## src/rtl/dht11_scheduler.sv

```systemverilog
// dht11_scheduler: owns the DHT11 controller start, merges periodic/one-shot requests, enforces the read gap,
// handles timeout/retry and holds the last good reading. Retry support is built when DHT11_SCHED_RETRY_EN is defined.
module dht11_scheduler #(
  parameter int CLK_HZ     = 100_000_000,
  parameter int PERIOD_MS  = 2000,
  parameter int MIN_GAP_MS = 1000,
  parameter int TIMEOUT_MS = 30,
  parameter int MAX_RETRY  = 3
) (
  input  logic       clk,
  input  logic       rst,
  input  logic       enable,
  input  logic       req,
  output logic       sensor_start,
  output logic       sensor_rst,
  input  logic       sensor_done,
  input  logic       sensor_valid,
  input  logic [7:0] sensor_rh,
  input  logic [7:0] sensor_t,
  output logic [7:0] rh_out,
  output logic [7:0] t_out,
  output logic       data_valid,
  output logic       update,
  output logic       err,
  output logic [7:0] err_cnt,
  output logic       busy,
  output logic [2:0] state
);
  localparam logic [2:0] S_IDLE = 3'd0, S_GAP = 3'd1, S_START = 3'd2, S_WAIT = 3'd3, S_REC = 3'd4;
  localparam int DIV = CLK_HZ / 1000;
  localparam int MW  = DIV > 1 ? $clog2(DIV) : 1;
  localparam int PW  = PERIOD_MS > 1 ? $clog2(PERIOD_MS) : 1;
  localparam int GW  = MIN_GAP_MS > 0 ? $clog2(MIN_GAP_MS + 1) : 1;
  localparam int TW  = TIMEOUT_MS > 1 ? $clog2(TIMEOUT_MS) : 1;

  logic [MW-1:0] r_ms;
  logic [PW-1:0] r_per;
  logic [GW-1:0] r_gap;
  logic [TW-1:0] r_to;
  logic [2:0]    r_state, w_nxt;
  logic [7:0]    r_rh, r_t, r_err_cnt;
  logic          r_pending, r_start, r_srst, r_dv, r_upd, r_err, r_busy;
  logic          w_tick, w_per_exp, w_gap_ok, w_to, w_good, w_fail_final, w_retry, w_first;

  assign w_tick       = r_ms == MW'(DIV - 1);
  assign w_per_exp    = enable && w_tick && r_per == PW'(PERIOD_MS - 1);
  assign w_gap_ok     = r_gap == GW'(MIN_GAP_MS);
  assign w_to         = r_state == S_WAIT && w_tick && r_to == TW'(TIMEOUT_MS - 1);
  assign w_good       = r_state == S_WAIT && sensor_done && sensor_valid;
  assign w_fail_final = r_state == S_REC && !w_retry;

`ifdef DHT11_SCHED_RETRY_EN
  logic [2:0] r_att;
  assign w_retry = r_att < 3'(MAX_RETRY);
  assign w_first = r_att == 3'd0;
  always_ff @(posedge clk or negedge rst) begin
    if (!rst) r_att <= 3'd0;
    else r_att <= r_state == S_IDLE ? 3'd0 : (r_state == S_REC && w_retry) ? r_att + 3'd1 : r_att;
  end
`else
  assign w_retry = 1'b0;
  assign w_first = 1'b1;
`endif

  always_comb begin
    w_nxt = S_IDLE;
    case (r_state)
      S_IDLE:  w_nxt = r_pending ? S_GAP : S_IDLE;
      S_GAP:   w_nxt = w_gap_ok ? S_START : S_GAP;
      S_START: w_nxt = S_WAIT;
      S_WAIT:  w_nxt = sensor_done ? (sensor_valid ? S_IDLE : S_REC) : w_to ? S_REC : S_WAIT;
      S_REC:   w_nxt = w_retry ? S_GAP : S_IDLE;
      default: w_nxt = S_IDLE;
    endcase
  end

  always_ff @(posedge clk or negedge rst) begin
    if (!rst) begin
      r_ms      <= '0;
      r_per     <= '0;
      r_gap     <= '0;
      r_to      <= '0;
      r_state   <= S_IDLE;
      r_pending <= 1'b0;
      r_start   <= 1'b0;
      r_srst    <= 1'b0;
      r_upd     <= 1'b0;
      r_err     <= 1'b0;
      r_busy    <= 1'b0;
      r_dv      <= 1'b0;
      r_rh      <= 8'd0;
      r_t       <= 8'd0;
      r_err_cnt <= 8'd0;
    end else begin
      r_ms      <= w_tick ? '0 : r_ms + 1'b1;
      r_per     <= (!enable || w_per_exp) ? '0 : w_tick ? r_per + 1'b1 : r_per;
      r_gap     <= r_state == S_START ? '0 : (w_tick && !w_gap_ok) ? r_gap + 1'b1 : r_gap;
      r_to      <= r_state == S_START ? '0 : (r_state == S_WAIT && w_tick) ? r_to + 1'b1 : r_to;
      // a request landing on a retry's START must survive so it gets its own sequence
      r_pending <= req || w_per_exp || (r_pending && !(r_state == S_START && w_first));
      r_state   <= w_nxt;
      r_busy    <= w_nxt != S_IDLE;
      r_start   <= w_nxt == S_START;
      r_srst    <= w_to && !sensor_done;
      r_upd     <= w_good;
      r_err     <= w_fail_final;
      if (w_good) begin
        r_rh <= sensor_rh;
        r_t  <= sensor_t;
        r_dv <= 1'b1;
      end
      if (w_fail_final && r_err_cnt != 8'hFF) r_err_cnt <= r_err_cnt + 8'd1;
    end
  end

  assign sensor_start = r_start;
  assign sensor_rst   = r_srst;
  assign rh_out       = r_rh;
  assign t_out        = r_t;
  assign data_valid   = r_dv;
  assign update       = r_upd;
  assign err          = r_err;
  assign err_cnt      = r_err_cnt;
  assign busy         = r_busy;
  assign state        = r_state;
endmodule

```

## config.mk

```make
export PLATFORM = sky130hd
export DESIGN_NAME = dht11_scheduler
export DESIGN_NICKNAME = d
export VERILOG_FILES = /design/src/rtl/dht11_scheduler.sv
export SDC_FILE = /design/constraint.sdc
export NUM_CORES = 1
export LEC_CHECK = 0
export ABC_AREA = 1
export BUFFER_PORTS_ARGS = -buffer_cell sky130_fd_sc_hd__buf_2
export CORE_ASPECT_RATIO = 0.9
export CORE_MARGIN = 2
export CORE_UTILIZATION = 30
export CTS_BUF_LIST = sky130_fd_sc_hd__clkbuf_8
export DETAILED_ROUTE_END_ITERATION = 8
export GPL_TIMING_DRIVEN = 0
export PLACE_DENSITY = 0.54
export SYNTH_ARGS = -nofsm -noshare
export SYNTH_HDL_FRONTEND = slang
export SYNTH_SLANG_ARGS = --single-unit
```

## constraint.sdc

```tcl
create_clock -name clk -period 4.06 [get_ports clk]
set_input_delay 1.015 -clock clk [delete_from_list [all_inputs] [get_ports clk]]
set_output_delay 1.015 -clock clk [all_outputs]
set_load 0.05 [all_outputs]
```

==> flow_metrics.py, run 1 <==
metrics = {
    "hold_path": {
        "worst_hold_startpoint": "r_ms[0]",
        "min-delay-path-class": "reg2reg",
    },
    "pwr": {
        "vdd_drop_max_uv": 212,
        "total_leakage_power_nw": 2.36,
        "power_density_nw_per_um2": 369,
    },
    "cells_and_area": {
        "area_growth_syn_to_layout_pct": 18.9,
        "n_fill_cell": 1344,
        "utilization_pct": 36.6,
        "diodes": 0,
        "drive_above_1_share_pct": 19.0,
        "final_cell_area_um2": 4640,
        "fin_nets": 555,
    },
    "setup_path": {
        "required_ps": 3040,
        "cp.buffers_inverters": 1,
        "cp_max_fo": 5,
        "crit_path_end_kind": "primary output",
        "crit_slowest_cell": "dfrtp_1",
        "timing.critical_path.from": "err_cnt[3]",
        "r2r_start": "r_ms[0]",
        "r2r_end": "r_ms[14]",
        "cp-endpoint": "err_cnt[3]",
        "reg2reg_slack_ps": 2180,
        "cp_top_family": "flip-flops",
        "worstSetupStartpointType": "flop",
        "slowest_delay_ps": 440,
        "r2r_cells": 9,
        "worstPathCellList": "buf_2",
        "worstSetupPathType": "reg2out",
        "cp_num_cells": 1,
        "worstPathArrival_ps": 1100,
    },
    "clock_network": {
        "root_buffer": "clkbuf_8",
        "clockBufferDepth": 2,
        "cts_resized": 0,
        "post-cts-setup-buffer-count": 0,
        "cts_hold_buf": 0,
        "clk_pin_slew_ps": 90,
        "numCtsBuffers": 9,
        "htree_levels": 3,
        "clock_latency_ps": 360,
        "cts_sinks": 77,
        "cts_tree": "built",
    },
    "drt": {
        "routed_wl_um": 8250,
        "antenna_left": 0,
        "vias": 3145,
        "routed_via_density": 4.53,
        "dr.pass1.iters": 4,
        "first_iter_violations": 291,
        "drc": 0,
        "wl_per_cell_um": 11.9,
    },
    "synth": {
        "postSynthAreaPerCell_um2": 8.48,
        "ys_seq_elements": 77,
        "post_synth_num_cell_types": 37,
        "ys.flop_type": "dfrtp_1",
        "async_flop_share_pct": 100,
        "ys_warn_count": 0,
        "synthCells": 460,
        "yosysSeqAreaShare_pct": 49.4,
        "syn-num-nets": 489,
        "syn_area_um2": 3900,
        "synth_edf_count": 0,
    },
    "die": {
        "start_util_pct": 30.7,
        "fp-row-count": 39,
        "die_w_um": 124,
        "pin_count": 55,
        "die_h_um": 112,
        "core-area_um2": 12700,
        "design.die.area_um2": 13900,
    },
    "timing": {
        "min_period_over_period_pct": 52.1,
        "rsz0062_at_grt": "no",
        "skew_ps": 12.3,
        "fin_tns_setup_ps": 0,
        "hold_viol_final": 0,
        "finalSetupViolations": 0,
        "drv_slew": 0,
        "fmax_ghz": 0.473,
        "slew_headroom_pct": 61.4,
        "tightest_slew_ps": 576,
        "period_needed_ps": 2120,
    },
    "run_status": {
        "outcome": "complete, no violations",
    },
    "placement": {
        "post_dp_cell_area_um2": 4410,
        "hpwl_um": 6060,
        "gp_congestion": 0.875,
        "numPortBuffers": 54,
    },
    "run": {
        "maxCapViolCount": 0,
    },
    "grt": {
        "grt_pass1_wl_um": 14300,
        "grt_overflow": 0,
        "grt_pass1_vias": 3042,
        "grt_usage_pct": 12.3,
        "grt_max_degree": 47,
        "antenna_found_initial": 0,
    },
}
==> flip-flops by register name (all words and copies together) (netlist names) <==
register and count:
state 3, r_per 11, err 1, rh_out 8, data_valid 1, err_cnt 8
r_pending 1, r_to 5, r_ms 17, busy 1, update 1, sensor_rst 1
sensor_start 1, r_gap 10, t_out 8
==> report_power, final <==
part / switching [mW] / total, mW / leakage, nW / internal (mW)
Clock: 0.304 / 0.672 / 0.113 / 0.368
Sequential: 0.0218 / 0.821 / 1.03 / 0.799
Combinational: 0.169 / 0.219 / 1.22 / 0.0499
Total: 0.495 / 1.71 / 2.36 / 1.22
==> worst min-delay path by stage <==
stage	to	cells after the start
6_report	r_ms[0]	1
5_1_grt	data_valid	1
4_1_cts	r_ms[0]	1
3_5_place_dp	r_ms[0]	1
3_3_place_gp	r_ms[0]	1
2_1_floorplan	r_ms[0]	1
==> placed cells by master, fill, tap and decap left out, types with 2 or more instances in the layout <==
cell       count
nand4_1       19
inv_6          3
or2_2          2
inv_2          3
dfrtp_1       77
nand2_1      119
a21oi_1        4
nand2_2        2
nand3_1       29
nand2_4        4
o21ai_0       13
nor2_2         5
o31ai_1        6
clkbuf_8      10
nor2_1        45
nor4_1         3
xor2_1        21
nand3_2        2
clkbuf_1       2
and3_1         2
nand3b_1       2
inv_1         55
xnor2_1        5
buf_2         56
ha_1           7
nor3_1        17
bufinv_16      2
==> cells in the mapped netlist, types with 4 or more instances <==
| cell | count | area [um^2] |
|---|---|---|
| nand2_1 | 119 | 447 |
| dfrtp_1 | 77 | 1930 |
| inv_1 | 55 | 206 |
| nor2_1 | 45 | 169 |
| nand3_1 | 29 | 145 |
| xor2_1 | 21 | 184 |
| nand4_1 | 19 | 119 |
| nor3_1 | 17 | 85.1 |
| o21ai_0 | 13 | 65.1 |
| ha_1 | 7 | 87.6 |
| o31ai_1 | 6 | 45.0 |
| nor2_2 | 5 | 31.3 |
| xnor2_1 | 5 | 43.8 |
| a21oi_1 | 4 | 20.0 |
| nand2_4 | 4 | 45.0 |
==> cells by family (layout without fill, tap and decap cells) <==
| family | Yosys count | in the layout | share of synthesized area (%) |
|---|---|---|---|
| and+or+nand+nor | 255 | 255 | 30.3 |
| DFF | 77 | 77 | 49.4 |
| buffers and inverters | 67 | 138 | 7.73 |
| AOI/OAI and AO/OA | 27 | 27 | 4.20 |
| xor gates and xnor gates | 26 | 26 | 5.84 |
| adders and majority gates | 7 | 7 | 2.24 |
| muxes | 1 | 1 | 0.289 |
==> metal layers <==
layer / track usage, % / vias up / wire length (um)
li1: - / 1609 / -
met1: 16.8 / 1487 / 4100
met2: 19.2 / 40 / 3770
met3: 3.34 / 9 / 269
met4: 3.82 / 0 / 106
met5: 0 / - / 0
==> area by class of cell <==
type                            instances  area (um^2)  share of cell area (%)
Tap cell                              164          205                    4.42
Multi-Input combinational cell        316         1670                    36.1
Buffer                                  7         57.6                    1.24
Inverter                               60          244                    5.26
Clock buffer                           10          138                    2.97
Timing Repair Buffer                   55          300                    6.47
Clock inverter                          6         93.8                    2.02
Sequential cell                        77         1930                    41.5
==> metrics by stage <==
step                      worst slack (ps)  std cells  total power [mW]  hold WS, ps
final                                 1940        695              1.71          466
after global routing                  1840        695              1.79          484
after floorplan                       2170        460             0.981          430
after CTS                             1920        695              1.74          463
after detailed placement              1850        679              1.06          451
after global placement                1350        678              1.05          445
(Power assumes the default switching activity.)
==> run 2: changes to the inputs <==
- clock period: 4.06 -> 2 ns (I/O delays scaled with it)
==> run 2 against run 1 <==
  * Die area stayed put
  * Cell area is 0.49% higher
  * Hold slack worse by 380 ps
  * Routed wire length is 0.52% higher
  * Non-clock buffer count stayed put
  * Total power is 100% higher
  * First-iteration DRC count is 6.5% lower
  * Sequential power is 100% higher
  * Clock skew hardly changed
  * Flip-flop and latch count stayed put
  * Sequential share of layout area is 0.20 points lower
  * Critical endpoint is now rh_out[0]
  * Register-to-register slack worse by 2000 ps
==> flow_metrics.py, run 2 (synthesis gave the netlist of run 1 again) <==
metrics = {
    "timing": {
        "skew_ps": 12.2,
        "finalSetupViolations": 0,
        "drv_slew": 0,
        "rsz0062_at_grt": "yes",
        "whs_ps": 87.5,
        "slew_headroom_pct": 61.5,
        "tightest_slew_ps": 576,
        "min_period_over_period_pct": 91.5,
        "hold_viol_final": 0,
        "period_needed_ps": 1830,
        "fmax_ghz": 0.547,
    },
    "pwr": {
        "p_int_mw": 2.47,
        "pwr-share-seq_pct": 48.0,
        "vdd_drop_max_uv": 430,
        "combPwrFrac_pct": 12.8,
        "power.share.clock_pct": 39.2,
        "switching_share_pct": 28.9,
        "p_switching_mw": 1.00,
        "power_density_nw_per_um2": 746,
        "power_mw": 3.47,
        "total_leakage_power_nw": 2.36,
    },
    "placement": {
        "gp_congestion": 0.875,
        "hpwl_um": 6060,
        "post_dp_cell_area_um2": 4410,
        "numPortBuffers": 54,
    },
    "die": {
        "die_w_um": 124,
        "core-area_um2": 12700,
        "pin_count": 55,
        "fp-row-count": 39,
        "start_util_pct": 30.7,
        "die_h_um": 112,
        "design.die.area_um2": 13900,
    },
    "grt": {
        "use_met1_pct": 16.8,
        "busiest_layer": "met2",
        "grt_usage_pct": 12.3,
        "gr-usage-met2_pct": 19.2,
        "grt_pass1_wl_um": 14300,
        "grt_max_degree": 47,
        "grt_overflow": 0,
        "grt_pass1_vias": 3042,
        "grtUsageMet3_pct": 3.34,
        "antenna_found_initial": 0,
    },
    "drt": {
        "wl_per_cell_um": 11.9,
        "antenna_left": 0,
        "routed_via_density": 4.54,
        "drc": 0,
        "vias": 3157,
        "dr.pass1.iters": 4,
        "first_iter_violations": 272,
        "routed_wl_um": 8290,
    },
    "clock_network": {
        "clk_pin_slew_ps": 80,
        "htree_levels": 3,
        "numCtsBuffers": 9,
        "clockBufferDepth": 2,
        "root_buffer": "clkbuf_8",
        "clock_latency_ps": 360,
        "cts_hold_buf": 0,
        "cts_tree": "built",
        "cts_sinks": 77,
    },
    "setup_path": {
        "crit_path_end_kind": "flop",
        "cp_top_family": "simple AND/OR/NAND/NOR gates",
        "crit_path_frequent_cell": "nand2_1",
        "required_ps": 2240,
        "worstSetupPathType": "reg2reg",
        "r2r_start": "state[2]",
        "slowest_delay_ps": 410,
        "worstSetupStartpointType": "flop",
        "cp.buffers_inverters": 4,
        "cp_num_cells": 9,
        "reg2reg_slack_ps": 170,
        "r2r_end": "rh_out[0]",
        "cp_max_fo": 10,
        "worstPathCellList": "inv_1 > nand2_1 > nor2_2 > inv_2 > nor2_4 > inv_2 > clkbuf_1 > nand2_1 > nand2_1",
        "r2r_cells": 9,
        "worstPathArrival_ps": 2070,
        "crit_slowest_cell": "dfrtp_1",
    },
    "run": {
        "maxCapViolCount": 0,
    },
    "cells_and_area": {
        "mostFrequentLayoutCells": "nand2_1 (118), dfrtp_1 (77), buf_2 (56)",
        "top_register": "r_ms",
        "diodes": 0,
        "top_regs": "r_ms (17), r_per (11), r_gap (10)",
        "largest_reg_flops": 17,
        "final_cell_area_um2": 4660,
        "fin_nets": 555,
        "area_growth_syn_to_layout_pct": 19.5,
        "n_fill_cell": 1347,
        "layout_commonest_cell": "nand2_1",
        "drive_above_1_share_pct": 20.2,
    },
    "hold_path": {
        "min-delay-path-class": "in2async",
    },
    "run_status": {
        "outcome": "complete, no violations",
    },
}
## run 2: changes by cell type in the layout (fill, tap and decap cells not counted)
cell     before  now
ha_1          7    6
ha_2          0    1
nand2_1     119  118
nand2_2       2    3
nand3_1      29   28
nand3_2       2    3
nor2_1       45   42
nor2_2        5    7
nor2_4        1    2
## run 2: power groups by stage
stage	sequential (mW)	clock [mW]	combinational (mW)
4_1_cts	1.67	1.42	0.454
5_1_grt	1.68	1.48	0.480
6_report	1.67	1.36	0.444
3_5_place_dp	1.70	0	0.454
3_3_place_gp	1.69	0	0.440
2_1_floorplan	1.91	0	0.0795
## run 2: worst max-delay path by stage
stage	start	endpoint	slack [ps]
floorplan	err_cnt[0]	err_cnt[1]	110
global placement	rst	r_ms[14]	-190
detailed placement	r_ms[0]	r_per[2]	110
CTS	r_ms[0]	r_per[0]	100
global route	r_ms[0]	r_ms[14]	-50
finish	state[2]	rh_out[0]	170
## run 2: repair_timing
action | CTS | global route
setup endpoints to repair | 0 | 21
buffers inserted | 0 | 0
resized for setup | 0 | 7
## run 2: final cells by class
class / count / area (um^2) / area share, %
multi-input combinational: 316 / 1700 / 36.4
timing repair buffer: 55 / 300 / 6.44
clock buffer: 10 / 138 / 2.95
sequential: 77 / 1930 / 41.3
buffer: 7 / 57.6 / 1.23
inverter: 60 / 244 / 5.23
clock inverter: 6 / 93.8 / 2.01
tap: 164 / 205 / 4.40
## run 2: metrics by stage
step	TNS, ps	worst slack, ps	util (%)	instances
final	0	170	36.7	695
after global routing	-68.8	-53.4	36.7	695
after CTS	0	102	36.6	695
after detailed placement	0	115	34.7	679
after global placement	-14380	-191	34.5	678
after floorplan	0	110	-	460
## run 2: metal layers
| metal | part of all wire, % | routed length [um] |
|---|---|---|
| met2 | 46 | 3820 |
| met3 | 3.2 | 267 |
| met1 | 49 | 4090 |
| met4 | 1.3 | 110 |
| met5 | 0 | 0 |
## run 2: worst reg2reg max path, delay by kind of cell (launching register included)
family	cells	cell delay [ps]
simple gates	5	770
flops	1	410
buf+inv	4	540
